**src/rtl/noc_pkg.sv**
```systemverilog
// Shared NoC router definitions: port indices, allocator state encoding and XY routing.
package noc_pkg;

   localparam logic [2:0] PORT_LOCAL = 3'd0;
   localparam logic [2:0] PORT_NORTH = 3'd1;
   localparam logic [2:0] PORT_EAST  = 3'd2;
   localparam logic [2:0] PORT_SOUTH = 3'd3;
   localparam logic [2:0] PORT_WEST  = 3'd4;

   typedef enum logic {FREE = 1'b0, BUSY = 1'b1} alloc_state_t;

   // Dimension-order routing: resolve x first, then y; equal coordinates eject locally.
   function automatic logic [2:0] xy_route(input logic [3:0] d,
                                           input logic [1:0] rx,
                                           input logic [1:0] ry);
      logic [1:0] dx;
      logic [1:0] dy;
      dx = d[1:0];
      dy = d[3:2];
      if (dx > rx)      return PORT_EAST;
      else if (dx < rx) return PORT_WEST;
      else if (dy > ry) return PORT_NORTH;
      else if (dy < ry) return PORT_SOUTH;
      else              return PORT_LOCAL;
   endfunction

endpackage

```
**src/rtl/rr_arbiter.sv**
```systemverilog
// Round-robin arbiter: first set request scanning upward from ptr, modulo N.
module rr_arbiter #(
   parameter  int N = 5,
   localparam int W = (N > 1) ? $clog2(N) : 1
)(
   input  logic [N-1:0] req,
   input  logic [W-1:0] ptr,
   output logic [N-1:0] gnt,
   output logic [W-1:0] idx,
   output logic         any
);

   logic [W:0] sum;

   // ptr < N and k < N, so a single conditional subtract implements the modulo.
   always_comb begin
      gnt = '0;
      idx = '0;
      any = 1'b0;
      sum = '0;
      for (int k = 0; k < N; k++) begin
         sum = {1'b0, ptr} + (W+1)'(k);
         if (sum >= (W+1)'(N)) sum = sum - (W+1)'(N);
         if (!any && req[sum[W-1:0]]) begin
            any              = 1'b1;
            gnt[sum[W-1:0]]  = 1'b1;
            idx              = sum[W-1:0];
         end
      end
   end

endmodule

```
**src/rtl/switch_allocator.sv**
```systemverilog
// Switch allocator: XY-routes each input, arbitrates round-robin per output and locks
// the output to the winning input until that input drops req.
module switch_allocator
   import noc_pkg::*;
#(
   parameter  int NUM_PORTS    = 5,
   parameter  int ADDRESS_SIZE = 4,
   parameter  int ROUTER_X     = 0,
   parameter  int ROUTER_Y     = 0,
   localparam int SEL_W        = $clog2(NUM_PORTS)
)(
   input  logic                              clk,
   input  logic                              rst,
   input  logic [NUM_PORTS-1:0]              req,
   input  logic [NUM_PORTS*ADDRESS_SIZE-1:0] dest,
   output logic [NUM_PORTS-1:0]              grant,
   output logic [NUM_PORTS-1:0]              out_vld,
   output logic [NUM_PORTS*SEL_W-1:0]        out_sel
);

   alloc_state_t [NUM_PORTS-1:0]            state, state_nxt;
   logic [NUM_PORTS-1:0][SEL_W-1:0]         owner, owner_nxt;
   logic [NUM_PORTS-1:0][SEL_W-1:0]         rr_ptr, ptr_nxt;
   logic [NUM_PORTS-1:0][SEL_W-1:0]         sel_q, sel_nxt;
   logic [NUM_PORTS-1:0]                    vld_nxt, grant_nxt;

   logic [NUM_PORTS-1:0][2:0]               route;
   logic [NUM_PORTS-1:0][NUM_PORTS-1:0]     cand;
   logic [NUM_PORTS-1:0][NUM_PORTS-1:0]     arb_gnt;
   logic [NUM_PORTS-1:0][SEL_W-1:0]         arb_idx;
   logic [NUM_PORTS-1:0]                    arb_any;

   assign out_sel = sel_q;

   genvar gi, go;
   generate
      for (gi = 0; gi < NUM_PORTS; gi++) begin : g_route
         assign route[gi] = xy_route(dest[gi*ADDRESS_SIZE +: 4],
                                     2'(ROUTER_X), 2'(ROUTER_Y));
      end

      // A granted input is excluded so an owner never competes for another output.
      for (go = 0; go < NUM_PORTS; go++) begin : g_out
         for (gi = 0; gi < NUM_PORTS; gi++) begin : g_cand
            assign cand[go][gi] = req[gi] & ~grant[gi] & (route[gi] == 3'(go));
         end

         rr_arbiter #(.N(NUM_PORTS)) u_arb (
            .req (cand[go]),
            .ptr (rr_ptr[go]),
            .gnt (arb_gnt[go]),
            .idx (arb_idx[go]),
            .any (arb_any[go])
         );
      end
   endgenerate

   always_comb begin
      state_nxt = state;
      owner_nxt = owner;
      ptr_nxt   = rr_ptr;
      sel_nxt   = sel_q;
      vld_nxt   = out_vld;
      grant_nxt = grant;
      for (int o = 0; o < NUM_PORTS; o++) begin
         case (state[o])
            FREE: begin
               if (arb_any[o]) begin
                  state_nxt[o] = BUSY;
                  owner_nxt[o] = arb_idx[o];
                  sel_nxt[o]   = arb_idx[o];
                  vld_nxt[o]   = 1'b1;
                  grant_nxt    = grant_nxt | arb_gnt[o];
               end
            end
            BUSY: begin
               // Release edge only frees the output; arbitration resumes next cycle.
               if (!req[owner[o]]) begin
                  state_nxt[o]        = FREE;
                  vld_nxt[o]          = 1'b0;
                  grant_nxt[owner[o]] = 1'b0;
                  ptr_nxt[o]          = (owner[o] == SEL_W'(NUM_PORTS-1)) ? '0
                                                                          : owner[o] + 1'b1;
               end
            end
            default: state_nxt[o] = FREE;
         endcase
      end
   end

   always_ff @(posedge clk) begin
      if (rst) begin
         state   <= {NUM_PORTS{FREE}};
         owner   <= '0;
         rr_ptr  <= '0;
         sel_q   <= '0;
         out_vld <= '0;
         grant   <= '0;
      end else begin
         state   <= state_nxt;
         owner   <= owner_nxt;
         rr_ptr  <= ptr_nxt;
         sel_q   <= sel_nxt;
         out_vld <= vld_nxt;
         grant   <= grant_nxt;
      end
   end

endmodule

```
**config.mk**
```make
export PLATFORM = sky130hd
export DESIGN_NAME = switch_allocator
export DESIGN_NICKNAME = d
export VERILOG_FILES = /design/src/rtl/noc_pkg.sv /design/src/rtl/rr_arbiter.sv /design/src/rtl/switch_allocator.sv
export SDC_FILE = /design/constraint.sdc
export NUM_CORES = 1
export LEC_CHECK = 0
export BUFFER_PORTS_ARGS = -buffer_cell sky130_fd_sc_hd__buf_2
export CAP_MARGIN = 20
export CORE_MARGIN = 1.5
export CORE_UTILIZATION = 55
export CTS_CLUSTER_DIAMETER = 30
export DETAILED_ROUTE_END_ITERATION = 12
export PLACE_DENSITY = 0.81
export SLEW_MARGIN = 20
export SYNTH_ARGS = -nofsm -noshare
export SYNTH_HDL_FRONTEND = slang
export SYNTH_SLANG_ARGS = --single-unit
```
**constraint.sdc**
```tcl
create_clock -name clk -period 10.3 [get_ports clk]
set_clock_uncertainty 0.05 [all_clocks]
set_input_delay 2.06 -clock clk [delete_from_list [all_inputs] [get_ports clk]]
set_output_delay 2.06 -clock clk [all_outputs]
set_load 0.01 [all_outputs]
```
==> key figures, run 1 <==
Setup path
  – Crit. Startpoint: req[2]
  – Crit path DAT: 5300 ps
  – Endpoint type of the worst setup path: flop
  – Critical Path, Cell by Cell: buf_2 -> nor4b_1 -> nor2b_1 -> a21boi_0 -> o21ai_0 -> a22oi_1 -> nor4b_4 -> a221o_1 -> a21oi_1 -> or3_1 -> a31oi_1
  – Critical path type: input port to flop
  – Worst r2r src: rr_ptr[0]
  – Slowest stage cell, crit path: nor4b_1
  – Largest fanout on the critical path: 7
  – Crit path required time: 10,470 ps
  – Slowest cell delay on critical path: 630 ps
  – Nature of the critical path startpoint: input port

Yosys
  – Yosys Warn Count: 0
  – Yosys reg bits: 36
  – Post-Synthesis Cells: 783
  – Post-synth EDFFs: 0
  – FFs w/ async S/R, synth: 0
  – Avg Cell Area, Syn: 7.02 um^2
  – Post-synthesis cell area: 5500 um^2
  – Synth Flop Type: dfxtp_1
  – Post-synthesis sequential area ratio: 0.131
  – Count of different cell masters after synthesis: 80

Floorplanning
  – Die H: 103 um
  – Number of I/O pins: 52
  – Core Area: 9730 um^2
  – Die width: 103 um
  – Site Rows: 36
  – Initial Util: 0.565
  – Die area: 10,600 um^2

GRT
  – GRT overflow: 0
  – Largest net degree at the start of global routing: 35
  – Number of global-route vias before repair: 5,236
  – Met1 Track Usage GR: 0.486
  – First-pass GRT wire length: 27.8 mm
  – GR peak layer: met2
  – Met3 usage: 0.0644
  – Tot GR Track Use: 0.338
  – GR met2 Demand/Resource: 0.519
  – Initial antenna violation count: 0

Layout
  – Post-route cell area: 5860 um^2
  – Post-layout net count: 860
  – Filler cells: 933
  – P&R area growth vs syn: 6.58%
  – Share of cells above drive strength 1: 0.119
  – # diodes: 0

Worst hold path
  – HP Class: flop to flop
  – Hold path start: state[4]

Power
  – Combinational Power Share: 0.778
  – PD cells: 306 nW/um^2
  – VDD IR max: 0.209 mV
  – Pint: 766 uW
  – Net Sw Power: 1020 uW
  – Clock power share: 0.071
  – Power share of the sequential group: 0.150
  – Pleak: 0.00225 uW
  – Sw Share: 0.572

Place
  – Dpl cell area: 5750 um^2
  – Dpl ws: 4970 ps
  – DP HPWL: 14.5 mm
  – PortBufs: 48
  – GP Congestion: 1.00

Clock network
  – Hold buffers post-CTS: 0
  – Clock Latency Late Sink: 290 ps
  – TritonCTS clock tree: yes
  – CTS H-tree lvls: 2
  – Clk sink count: 36
  – Resized cells post-CTS: 0
  – Post-CTS Setup Bufs: 0
  – Clock transition at path regs: 80 ps
  – Max Root-Sink Buffers: 2
  – Root Buffer: clkbuf_8
  – Total CTS buffers: 5

Timing
  – Final WS setup: 5180 ps
  – Worst slew margin relative to its limit: 0.362
  – RSZ-0062 raised after global routing: no
  – Fmax: 195 MHz
  – Max-slew violations: 0
  – Setup TNS: 0 ps
  – Min Clock Period, post-route: 5120 ps
  – Tcrit/Tclk final: 0.497
  – Setup Viol. Count Final: 0
  – Hold Slack: 387 ps
  – Final hold vios: 0
  – Worst Max-Slew Pin Slew: 954 ps

Drt
  – Via-to-Cell Ratio: 6.64
  – First drt pass iteration count: 5
  – Routed Antenna Nets: 0
  – Post-DR wirelength/cell: 19.4 um
  – Final wirelength: 18.1 mm
  – Drt drc: 0
  – DR iter-0 viols: 492
  – Vias: 6,206

Outcome
  – Status: finished clean

Job
  – Max-cap violation count: 0
[worst max-delay path, delay by kind of cell]
kind	cells	cell delay (ps)
and+or+nand+nor	4	1850
AOI/OAI and AO/OA	6	1210
buffers and inverters	1	180
[registers in the layout (all words and copies together), names as in the netlist]
| signal | count |
|---|---|
| state | 5 |
| out_sel | 12 |
| out_vld | 5 |
| rr_ptr | 9 |
| grant | 5 |
[cell type report]
| class | instances | area (um^2) | area share |
|---|---|---|---|
| tap | 133 | 166 | 0.0284 |
| multi-input combinational | 673 | 4480 | 0.764 |
| sequential | 36 | 721 | 0.123 |
| clock buffer | 5 | 68.8 | 0.0117 |
| timing repair buffer | 50 | 255 | 0.0436 |
| inverter | 34 | 128 | 0.0218 |
| clock inverter | 3 | 42.5 | 0.00726 |
[power groups by stage]
stage,sequential [uW],clock [uW],combinational [uW]
CTS,265,129,1360
global placement,266,0,1330
detailed placement,268,0,1350
floorplan,225,0,1070
finish,269,128,1390
global route,275,133,1520
[metrics by stage]
| step | total power (uW) | cells | utilization |
|---|---|---|---|
| floorplan | 1300 | 785 | - |
| global placement | 1590 | 926 | 0.591 |
| detailed placement | 1610 | 926 | 0.591 |
| CTS | 1750 | 934 | 0.602 |
| global route | 1930 | 934 | 0.602 |
| finish | 1790 | 934 | 0.602 |
[per-layer routing]
metal  wire [um]  vias to the layer above
met5           0                        -
met4         484                        0
met3        1380                       34
met2        8030                      284
met1        8190                     2922
li1            -                     2966
[cells in the final DEF, fill, tap and decap left out, drive strengths merged, types with 6 or more instances in the layout]
cell type / Yosys / layout
ha: 30 / 30
a21oi: 50 / 50
buf: 8 / 50
nor4: 8 / 8
o31a: 6 / 6
o21ai: 46 / 46
a31oi: 15 / 15
inv: 34 / 34
o22ai: 7 / 7
mux2: 9 / 9
nand3: 27 / 27
a221oi: 8 / 8
nand2b: 29 / 29
xnor2: 9 / 9
or3: 12 / 12
nor4b: 8 / 8
dfxtp: 36 / 36
and3: 6 / 6
a21o: 8 / 8
o211ai: 8 / 8
nor3: 21 / 21
o21a: 13 / 13
and2: 10 / 10
or2: 7 / 7
a211oi: 23 / 23
nand2: 69 / 69
a211o: 9 / 9
nor2: 91 / 91
a221o: 6 / 6
mux2i: 30 / 30
nor2b: 16 / 16
[cells by family (layout without fill, tap and decap cells)]
group,count (synthesis),count (layout),share of synthesized area
compound gates,254,254,0.320
buf+inv,76,92,0.0558
mux,40,40,0.0794
fa+ha+maj,33,33,0.0792
flops,36,36,0.131
simple gates,331,331,0.315
other cells,1,3,0.000682
xor+xnor,12,12,0.0191
[final timing paths]
path | slack [ps] | to | depth (start not counted)
hold / removal | 390 | state[4] | 2
hold reg to reg | 390 | state[4] | 2
setup reg to reg | 5620 | grant[0] | 13
setup / recovery | 5180 | grant[3] | 11
[synthesized netlist by cell type (15+ instances only)]
cell / count / area share
inv_1: 34 / 0.023
ha_1: 30 / 0.068
mux2i_1: 29 / 0.053
clkbuf_1: 34 / 0.023
dfxtp_1: 36 / 0.13
nand2b_1: 29 / 0.033
a31oi_1: 15 / 0.017
nor2b_1: 16 / 0.018
nor3_1: 20 / 0.018
a21oi_1: 49 / 0.045
o21ai_0: 46 / 0.042
nand3_1: 27 / 0.025
nand2_1: 69 / 0.047
nor2_1: 91 / 0.062
a211oi_1: 23 / 0.031
Note: power is estimated with default switching activity, not from simulation.
==> run 2: changes to the inputs <==
==> constraint.sdc (replaced) <==
create_clock -name clk -period 5.3 [get_ports clk]
set_clock_uncertainty 0.05 [all_clocks]
set_input_delay 1.06 -clock clk [delete_from_list [all_inputs] [get_ports clk]]
set_output_delay 1.06 -clock clk [all_outputs]
set_load 0.01 [all_outputs]
==> run 2 against run 1 <==
Net effect: utilization grew 0.87 points; wire length shrank 0.30%; sequential cell count is the same; hold slack lost 1.8 ps; clock-buffer cell count is the same; critical path type is now flop to flop; highest routed layer unchanged; via count grew 1.7%; non-clock buffer count grew 5; register-to-register slack lost 4600 ps.
==> key figures, run 2 (same netlist as run 1, synthesis figures left out) <==
Timing
  – Max-slew violations: 0 (unchanged)
  – Tcrit/Tclk final: 0.805
  – Setup Viol. Count Final: 0 (unchanged)
  – Fmax: 235 MHz
  – Setup TNS: 0 ps (unchanged)
  – Min Clock Period, post-route: 4260 ps
  – RSZ-0062 raised after global routing: no
  – Worst slew margin relative to its limit: 0.451 (+0.0895)
  – Worst Max-Slew Pin Slew: 800 ps (-154 ps)
  – Final hold vios: 0 (unchanged)

Power
  – VDD IR max: 0.357 mV (+71%)
  – Pleak: 0.00230 uW (+2.2%)
  – PD cells: 603 nW/um^2 (+97%)
  – Total power: 3590 uW (+100%)

Outcome
  – Status: finished clean

Layout
  – Most common cell after layout, fill and taps aside: nor2_1
  – Filler cells: 922 (-1.2%)
  – Final Util: 0.611 (+0.00875)
  – Commonest cells after routing, fill and taps aside: nor2_1 (91), nand2_1 (69), a21oi_1 (49)
  – P&R area growth vs syn: 8.13%
  – Non-filler instance count after layout: 939 (+0.54%)
  – Share of cells above drive strength 1: 0.124 (+0.00547)
  – Max reg flops: 12 (unchanged)
  – # diodes: 0 (unchanged)
  – Post-layout net count: 865 (+0.58%)

Floorplanning
  – Site Rows: 36 (unchanged)
  – Core Area: 9730 um^2 (unchanged)
  – Die area: 10,600 um^2 (unchanged)
  – Die H: 103 um (unchanged)
  – Initial Util: 0.565 (unchanged)
  – Number of I/O pins: 52 (unchanged)
  – Die width: 103 um (unchanged)

Job
  – Max-cap violation count: 0 (unchanged)

Clock network
  – CTS H-tree lvls: 2 (unchanged)
  – Clock transition at path regs: 70 ps (about the same)
  – Root Buffer: clkbuf_8
  – Clk sink count: 36 (unchanged)
  – Total CTS buffers: 5 (unchanged)
  – Hold buffers post-CTS: 0 (unchanged)
  – Clock Latency Late Sink: 290 ps (about the same)
  – Post-CTS Setup Bufs: 0 (unchanged)
  – Resized cells post-CTS: 0 (unchanged)
  – Max Root-Sink Buffers: 2 (unchanged)
  – TritonCTS clock tree: yes

Worst hold path
  – HP Class: flop to flop
  – Worst Hold Depth: 2 (unchanged)
  – Hold path start: state[4]
  – Min-Delay Endpoint: state[4]

GRT
  – Initial antenna violation count: 0 (unchanged)
  – Largest net degree at the start of global routing: 35 (unchanged)
  – First-pass GRT wire length: 27.8 mm (about the same)
  – Tot GR Track Use: 0.334 (-0.00411)
  – Number of global-route vias before repair: 5,455 (+4.2%)
  – GRT overflow: 0 (unchanged)

Drt
  – Via-to-Cell Ratio: 6.72 (+1.2%)
  – Final wirelength: 18.0 mm (-0.30%)
  – Vias: 6,312 (+1.7%)
  – Post-DR wirelength/cell: 19.2 um (-0.83%)
  – First drt pass iteration count: 8 (+3)
  – DR iter-0 viols: 647 (+32%)
  – Drt drc: 0 (unchanged)
  – Routed Antenna Nets: 0 (unchanged)

Setup path
  – Nature of the critical path startpoint: flop
  – Worst r2r src: rr_ptr[8]
  – Critical Path, Cell by Cell: ha_1 -> a21oi_1 -> mux2i_1 -> mux2i_1 -> a221oi_1 -> a2111o_1 -> nor2_1 -> nand2_1 -> o31a_1 -> o32a_1 -> nand2_1
  – FF-to-FF End: grant[4]
  – Flop2flop setup slack: 1040 ps (-4580 ps)
  – Crit path DAT: 4450 ps (-850 ps)
  – Largest delay share family, worst path: compound AO/OA/AOI/OAI gates
  – Worst path bufs/invs: 0 (-1)
  – Crit path required time: 5490 ps (-4980 ps)
  – Endpoint type of the worst setup path: flop
  – Largest fanout on the critical path: 16 (+9)
  – Slowest stage cell, crit path: dfxtp_1
  – Critical path type: flop to flop
  – Slowest cell delay on critical path: 750 ps (+120 ps)
  – R2r worst-path depth: 11 (-2)

Place
  – DP HPWL: 14.1 mm (-2.4%)
  – PortBufs: 48 (unchanged)
  – Number of cells after detailed placement: 931 (+0.54%)
  – GP Congestion: 1.01 (+0.51%)
## run 2: area by class of cell
class | count | area, um^2 | share of cell area
clock buffers | 5 | 68.8 | 0.0116
well taps | 133 | 166 | 0.0280
flip-flops and latches | 36 | 721 | 0.121
multi-input cells | 673 | 4480 | 0.753
clock inverters | 3 | 90.1 | 0.0152
inverters | 34 | 128 | 0.0215
repair buffers | 55 | 293 | 0.0493
## run 2: worst max-delay path by stage
stage                    from  endpoint  slack (ps)  depth (start not counted)
finish              rr_ptr[8]  grant[4]        1040                         11
global route        rr_ptr[8]  grant[4]         740                         11
CTS                 rr_ptr[1]  grant[2]        1170                         12
detailed placement     req[2]  grant[3]        1050                         11
global placement       req[3]  grant[4]        1170                         11
floorplan           rr_ptr[3]  grant[4]        1150                         15
## run 2: worst register-to-register path, stage by stage (launching register included)
cell and delay, ps:
dfxtp_1 750, ha_1 520, a21oi_1 110, mux2i_1 660, mux2i_1 330, a221oi_1 140, a2111o_1 490, nor2_1 320
nand2_1 150, o31a_1 290, o32a_1 340, nand2_1 70
## run 2: layer usage
metal | global-route usage | routed length (um) | up-vias
li1 | - | - | 2981
met1 | 0.467 | 7840 | 2934
met2 | 0.523 | 7940 | 356
met3 | 0.0692 | 1820 | 41
met4 | 0.0852 | 440 | 0
met5 | 0 | 0 | -
## run 2: where the power goes
group          internal (uW)  switching [uW]
clock network            235             105
registers                345             147
logic                   1020            1740
## run 2: metrics by stage
stage                     worst slack [ps]  instance area, um^2  hold WS, ps
after floorplan                       1150                 5500          360
after global placement                1170                 5780          370
after detailed placement              1050                 5780          374
after CTS                             1170                 5940          384
after global routing                   736                 5940          418
final                                 1040                 5940          385
